[config.mk]
export PLATFORM = sky130hd
export DESIGN_NAME = serial_rx_align
export DESIGN_NICKNAME = d
export VERILOG_FILES = /design/src/rtl/serial_rx_align.sv
export SDC_FILE = /design/constraint.sdc
export NUM_CORES = 1
export LEC_CHECK = 0
export ABC_AREA = 0
export BUFFER_PORTS_ARGS = -buffer_cell sky130_fd_sc_hd__clkbuf_2
export CAP_MARGIN = 5
export CORE_MARGIN = 3
export CORE_UTILIZATION = 50
export DETAILED_ROUTE_END_ITERATION = 12
export HOLD_SLACK_MARGIN = 0.03
export PLACE_DENSITY = 0.74
export SLEW_MARGIN = 5
export SYNTH_ARGS = -nofsm -noshare
export SYNTH_HDL_FRONTEND = slang
export SYNTH_SLANG_ARGS = --single-unit
export TNS_END_PERCENT = 30
[constraint.sdc]
create_clock -name i_clk8f -period 1.64 [get_ports i_clk8f]
set_input_delay 0.328 -clock i_clk8f [delete_from_list [all_inputs] [get_ports i_clk8f]]
set_output_delay 0.328 -clock i_clk8f [all_outputs]
set_load 0.02 [all_outputs]
[src/rtl/serial_rx_align.sv]
// Serial lane receiver front end: comma-based byte alignment, lock qualification
// over consecutive aligned commas, and FIFO write strobes gated by almost_full.
module serial_rx_align #(
    parameter logic [7:0] COMMA      = 8'hBC,
    parameter int         LOCK_COUNT = 4,
    parameter int         CNT_W      = 8
) (
    input  logic             i_clk8f,
    input  logic             i_reset,
    input  logic             i_data_in,
    input  logic             i_almost_full,
    output logic [7:0]       o_data_out,
    output logic             o_write_out,
    output logic             o_active,
    output logic [CNT_W-1:0] o_drop_cnt
);

    typedef enum logic [1:0] {
        SEARCH,
        ALIGN,
        ACTIVE
    } state_t;

    // Comparing against LOCK_COUNT-1 lets the comma being checked count toward lock.
    localparam logic [3:0] LOCK_LAST = 4'(LOCK_COUNT - 1);

    state_t           r_state;
    state_t           w_state_next;
    logic [7:0]       r_sr;
    logic [2:0]       r_bit_cnt;
    logic [2:0]       w_bit_cnt_next;
    logic [3:0]       r_bc_cnt;
    logic [3:0]       w_bc_cnt_next;
    logic [7:0]       r_data_out;
    logic [7:0]       w_data_out_next;
    logic             r_write_out;
    logic             w_write_out_next;
    logic             r_active;
    logic             w_active_next;
    logic [CNT_W-1:0] r_drop_cnt;
    logic [CNT_W-1:0] w_drop_cnt_next;
    logic             w_is_comma;
    logic             w_boundary;

    assign w_is_comma = (r_sr == COMMA);
    assign w_boundary = (r_state != SEARCH) && (r_bit_cnt == 3'd7);

    always_comb begin
        w_state_next     = r_state;
        w_bit_cnt_next   = r_bit_cnt;
        w_bc_cnt_next    = r_bc_cnt;
        w_data_out_next  = r_data_out;
        w_write_out_next = 1'b0;
        w_active_next    = r_active;
        w_drop_cnt_next  = r_drop_cnt;

        case (r_state)
            SEARCH: begin
                if (w_is_comma) begin
                    w_state_next   = ALIGN;
                    w_bit_cnt_next = 3'd0;
                    w_bc_cnt_next  = 4'd1;
                end
            end
            ALIGN: begin
                w_bit_cnt_next = r_bit_cnt + 3'd1;
                if (w_boundary) begin
                    if (w_is_comma) begin
                        w_bc_cnt_next = r_bc_cnt + 4'd1;
                        if (r_bc_cnt == LOCK_LAST) begin
                            w_state_next  = ACTIVE;
                            w_active_next = 1'b1;
                        end
                    end else begin
                        w_state_next  = SEARCH;
                        w_bc_cnt_next = 4'd0;
                    end
                end
            end
            ACTIVE: begin
                w_bit_cnt_next = r_bit_cnt + 3'd1;
                // Commas are idle fill; only data bytes reach the FIFO or the drop counter.
                if (w_boundary && !w_is_comma) begin
                    if (!i_almost_full) begin
                        w_data_out_next  = r_sr;
                        w_write_out_next = 1'b1;
                    end else if (!(&r_drop_cnt)) begin
                        w_drop_cnt_next = r_drop_cnt + CNT_W'(1);
                    end
                end
            end
            default: begin
                w_state_next = SEARCH;
            end
        endcase
    end

    always_ff @(posedge i_clk8f) begin
        if (i_reset) begin
            r_state     <= SEARCH;
            r_sr        <= 8'd0;
            r_bit_cnt   <= 3'd0;
            r_bc_cnt    <= 4'd0;
            r_data_out  <= 8'd0;
            r_write_out <= 1'b0;
            r_active    <= 1'b0;
            r_drop_cnt  <= '0;
        end else begin
            r_state     <= w_state_next;
            r_sr        <= {r_sr[6:0], i_data_in};
            r_bit_cnt   <= w_bit_cnt_next;
            r_bc_cnt    <= w_bc_cnt_next;
            r_data_out  <= w_data_out_next;
            r_write_out <= w_write_out_next;
            r_active    <= w_active_next;
            r_drop_cnt  <= w_drop_cnt_next;
        end
    end

    assign o_data_out  = r_data_out;
    assign o_write_out = r_write_out;
    assign o_active    = r_active;
    assign o_drop_cnt  = r_drop_cnt;

endmodule

# Word level (Yosys, flattened, before mapping)

Index checks and enable logic that the tools add are counted.

Bits in registers: 35
Input bits: 4
Output and inout port bits: 18
Word-level logic and storage cells: 51

$add $sub $neg: 3
Equal/unequal tests: 8
Muxes and demuxes: 12
Bitwise operators: 4
Reductions and logical operators: 16

Operators by type and width:

| kind                                                                   | number |
|---|---|
| 4-bit two-way mux                                                      | 3 |
| 4-bit AND reduction                                                    | 3 |
| 8-bit by 1-bit adder with 8-bit output (second input constant)         | 1 |
| 8-bit equality test (second input constant)                            | 1 |
| 2-bit two-way mux                                                      | 4 |
| 4-bit one-hot mux with 2 select lines                                  | 1 |
| 8-bit AND reduction                                                    | 1 |
| 2-bit one-hot mux with 3 select lines                                  | 1 |
| 3-bit one-hot mux with 2 select lines                                  | 1 |
| 3-bit AND reduction                                                    | 2 |
| 2-bit nonzero test                                                     | 3 |
| 4-bit by 1-bit adder with 4-bit output (second input constant)         | 1 |
| 4-bit by 2-bit equality test with 1-bit output (second input constant) | 1 |
| 2-bit inequality test (second input constant)                          | 2 |
| 1-bit inverter                                                         | 4 |
| 3-bit by 1-bit adder with 3-bit output (second input constant)         | 1 |
| 3-bit equality test (second input constant)                            | 1 |
| 3-bit two-way mux                                                      | 1 |
| 3-bit inequality test (second input constant)                          | 1 |
| 3-bit OR reduction                                                     | 1 |
| 2-bit by 1-bit equality test with 1-bit output (second input constant) | 1 |
| 2-bit equality test (second input constant)                            | 1 |
| 1-bit logical AND                                                      | 2 |
| 2-bit logical NOT                                                      | 1 |
| 4 further kinds                                                        | 4 |

# Longest topological paths before layout

Word-level depth: 5
Mapped depth: 7
Depth with buffers taken out: 6

# Worst setup path before layout

No wires, ideal clock.

Path type: reg-to-reg
Start: reg r_state[0]
End: reg r_drop_cnt[0] (netlist: o_drop_cnt[0])
Setup time: 0.070 ns
Arrival time: 1.752 ns
Data required time: 1.570 ns
Slack: -0.183 ns
Cell stages (with the launch flop): 8
Path buffers: 1
Clock period less this slack: 1.823 ns
Cell sequence: dfxtp_1 > inv_1 > ha_1 > nand3b_1 > a211o_1 > buf_2 > or3_1 > a21oi_1

Word-level cells in the longest chain between the ends: 4
Elaborated cells between the ends (all ways): 5
Classes of those cells: 1 x eq/ne; 4 x reduce/logical

RTL lines:

| element                                  | RTL line | RTL |
|---|---|---|
| from (decl)                              | 27       | `state_t r_state;` |
| from (signal assigned)                   | 109      | `r_state <= w_state_next;` |
| 2-bit nonzero test                       | 46       | `assign w_boundary = (r_state != SEARCH) && (r_bit_cnt == 3'd7);` |
| 1-bit logical AND                        | 46       |  |
| 1-bit logical AND                        | 83       | `if (w_boundary && !w_is_comma) begin` |
| 4-bit AND reduction (no source line) (*) | -        |  |
| to (signal assigned)                     | 116      | `r_drop_cnt <= w_drop_cnt_next;` |
| to (decl)                                | 40       | `logic [CNT_W-1:0] r_drop_cnt;` |

Every way passes the cells marked *; elsewhere a longest branch is shown, timed or not.
A chain may end at the register's enable or synchronous reset.

# Worst setup path in the final report

Start: reg r_state[1]
End: reg r_drop_cnt[3] (netlist: o_drop_cnt[3])

Same word-level chain as after synthesis.

==> results_dict.tcl <==
set metrics [dict create \
    outcome "finished with violations" \
    failed_checks "negative setup slack" \
    met3_length_um 122 \
    area_delta_synth_final_pct 36.5 \
    power.density_mw_per_mm2 726 \
    portBuffers 21 \
    crit_start "r_state[1]" \
    worst_slew_pin_slew_ns 0.410 \
    grt_remaining_overflow 0 \
    clk_pin_slew_ns 0.11 \
    hold_path_class "primary input to flip-flop" \
    synth.largest_area_cell "dfxtp_1" \
    synth_most_common_cell "dfxtp_1" \
    cap_viol_max_count 0 \
    viasPerCell 5.70 \
    cts_buffers 5 \
    wl_met2_um 1940 \
    yosys_warnings 0 \
    vias 1425 \
    fin_crit_sh_pct 112 \
    grt_max_degree 29 \
    rows 19 \
    drt-pass1-iter-count 4 \
    cts_tree "built" \
    synth_flop_cell "dfxtp_1" \
    critPathKind "flip-flop to flip-flop" \
    whs_ns 0.200 \
    syn_nets 178 \
    finalMaxSlewViolations 0 \
    final_cell_area_mm2 0.00211 \
    drtAntennaViolNets 0 \
    relSlewSlack_pct 72.5 \
    ys_top_cells_by_count "dfxtp_1, a21oi_1, nor2_1" \
    synth_top_area_share_pct 45.3 \
    fin_util_pct 73.9 \
    async_flop_share_pct 0 \
    ios 22 \
    cts_htree_levels 2 \
    worst-path-max-fanout 7 \
    cts.sinks 35 \
    wl_um 3860 \
    drtIter0Drc 56 \
    fp.dieH_um 61.6 \
    die_w_um 61.6 \
    end_kind "flip-flop" \
    fin_nets 230 \
    grt_pass1_wl_um 6290 \
    seq_area_frac_synth_pct 45.3 \
    layout-drive-gt1-share_pct 39.7 \
    grt.total_usage_pct 23.0 \
    avgSynthCellArea_um2 9.31 \
    worstPathArrival_ns 2.09 \
    synth_cell_types 38 \
    dr.max_layer_used "met4" \
    hpwl_um 2560 \
    syn_area_mm2 0.00155 \
    setup_violations 18 \
    drc 0 \
    min_period_ns 1.84 \
    fin_ws_ns -0.201 \
    r2r-start "r_state[1]" \
    post_drt_wl_per_cell_um 15.4 \
    clock_latency_ns 0.35 \
    ir_worst_vdd_v 0.000801 \
    syn_inst 166 \
    place_congestion 0.767 \
    n_antenna_cell 0 \
    cp.required_ns 1.88 \
    root_buffer "clkbuf_4" \
    synthTopCellsByArea "dfxtp_1, mux2i_1, ha_1" \
    ys_ff_latch 35 \
    start_util_pct 54.2 \
    core-area_mm2 0.00285 \
    synth_edf_count 0 \
    rsz0062_at_grt "yes" \
    max_freq_mhz 543 \
    hold_path_startpoint "i_data_in" \
    place_area_mm2 0.00189 \
    crit_path_start_kind "flip-flop" \
    grt_pass1_vias 1414 \
    power.leakage_nw 0.832 \
    hold_violations 0 \
    die_area_mm2 0.00379 \
    antenna_found_initial 0 \
    wl_met1_um 1700 \
    fin_skew_ns 0.0134 \
    clk_path_buf_depth 2 \
]
-- cells in the final DEF, fill, tap and decap left out, types with 4 or more instances in the layout --
cell and count:
dfxtp_1 31, clkbuf_4 5, ha_4 4, dfxtp_2 4, nor2b_1 9, nor2_1 12, clkbuf_2 21, a21oi_1 10
a21oi_2 4, buf_4 26, mux2i_1 11, nand3_1 10, inv_1 6, ha_1 4, nand2_1 7
-- metrics by stage --
step	worst slack, ns	total power [mW]	setup TNS, ns	instances
final	-0.201	1.53	-1.16	250
after global routing	-0.247	1.61	-2.45	250
after CTS	-0.137	1.54	-0.785	249
after detailed placement	-0.181	1.00	-1.36	238
after global placement	-0.120	0.996	-0.653	238
after floorplan	-0.0113	0.955	-0.0258	166
-- where the power goes --
part	leakage, nW	total [mW]	switching [mW]	internal (mW)
Clock	0.0375	0.540	0.289	0.250
Combinational	0.510	0.123	0.0653	0.0581
Sequential	0.285	0.868	0.00793	0.860
Total	0.832	1.53	0.362	1.17
-- final timing paths --
check	depth (start not counted)	to	slack, ns
max	6	o_drop_cnt[3]	-0.20
min	2	r_sr[0]	0.20
max reg2reg	6	o_drop_cnt[3]	-0.20
min reg2reg	2	o_active	0.48
-- flip-flops by register name, indices dropped and copies added, names as in the netlist --
register     count
r_bc_cnt         4
r_sr             8
o_write_out      1
r_state          2
r_bit_cnt        3
o_drop_cnt       8
o_active         1
o_data_out       8
-- cell type report --
type | count | area, um2
multi-input cells | 118 | 928
fillers | 214 | 743
flip-flops and latches | 35 | 706
repair buffers | 50 | 334
clock buffers | 7 | 65.1
well taps | 31 | 38.8
inverters | 8 | 30.0
clock inverters | 1 | 7.51
-- per-layer routing --
layer / GRT usage, % / up-vias
met5: 0 / -
met4: 11.8 / 0
met3: 6.92 / 10
met2: 38.3 / 20
met1: 26.5 / 691
li1: - / 704
-- what timing repair did --
| item | 4_1_cts | 5_1_grt |
|---|---|---|
| buffers inserted | 3 | 1 |
| resized for setup | 15 | 17 |
| cloned | 0 | 0 |
| endpoints found under the setup margin | 19 | 21 |
| hold buffers | 0 | 0 |
| pin swaps | 12 | 3 |
-- cell families after synthesis --
family / share of synthesized area [%]
fa+ha+maj: 6.48
compound gates: 12.5
mux: 7.85
simple gates: 24.5
buf+inv: 3.32
flops: 45.3
-- worst max-delay path, stage by stage, from the launching register on --
cell	delay, ns
dfxtp_2	0.37
inv_2	0.06
ha_4	0.15
nand3b_1	0.19
a211o_4	0.34
nor3b_1	0.27
mux2_2	0.37
Power figures use the tool's default switching activity.
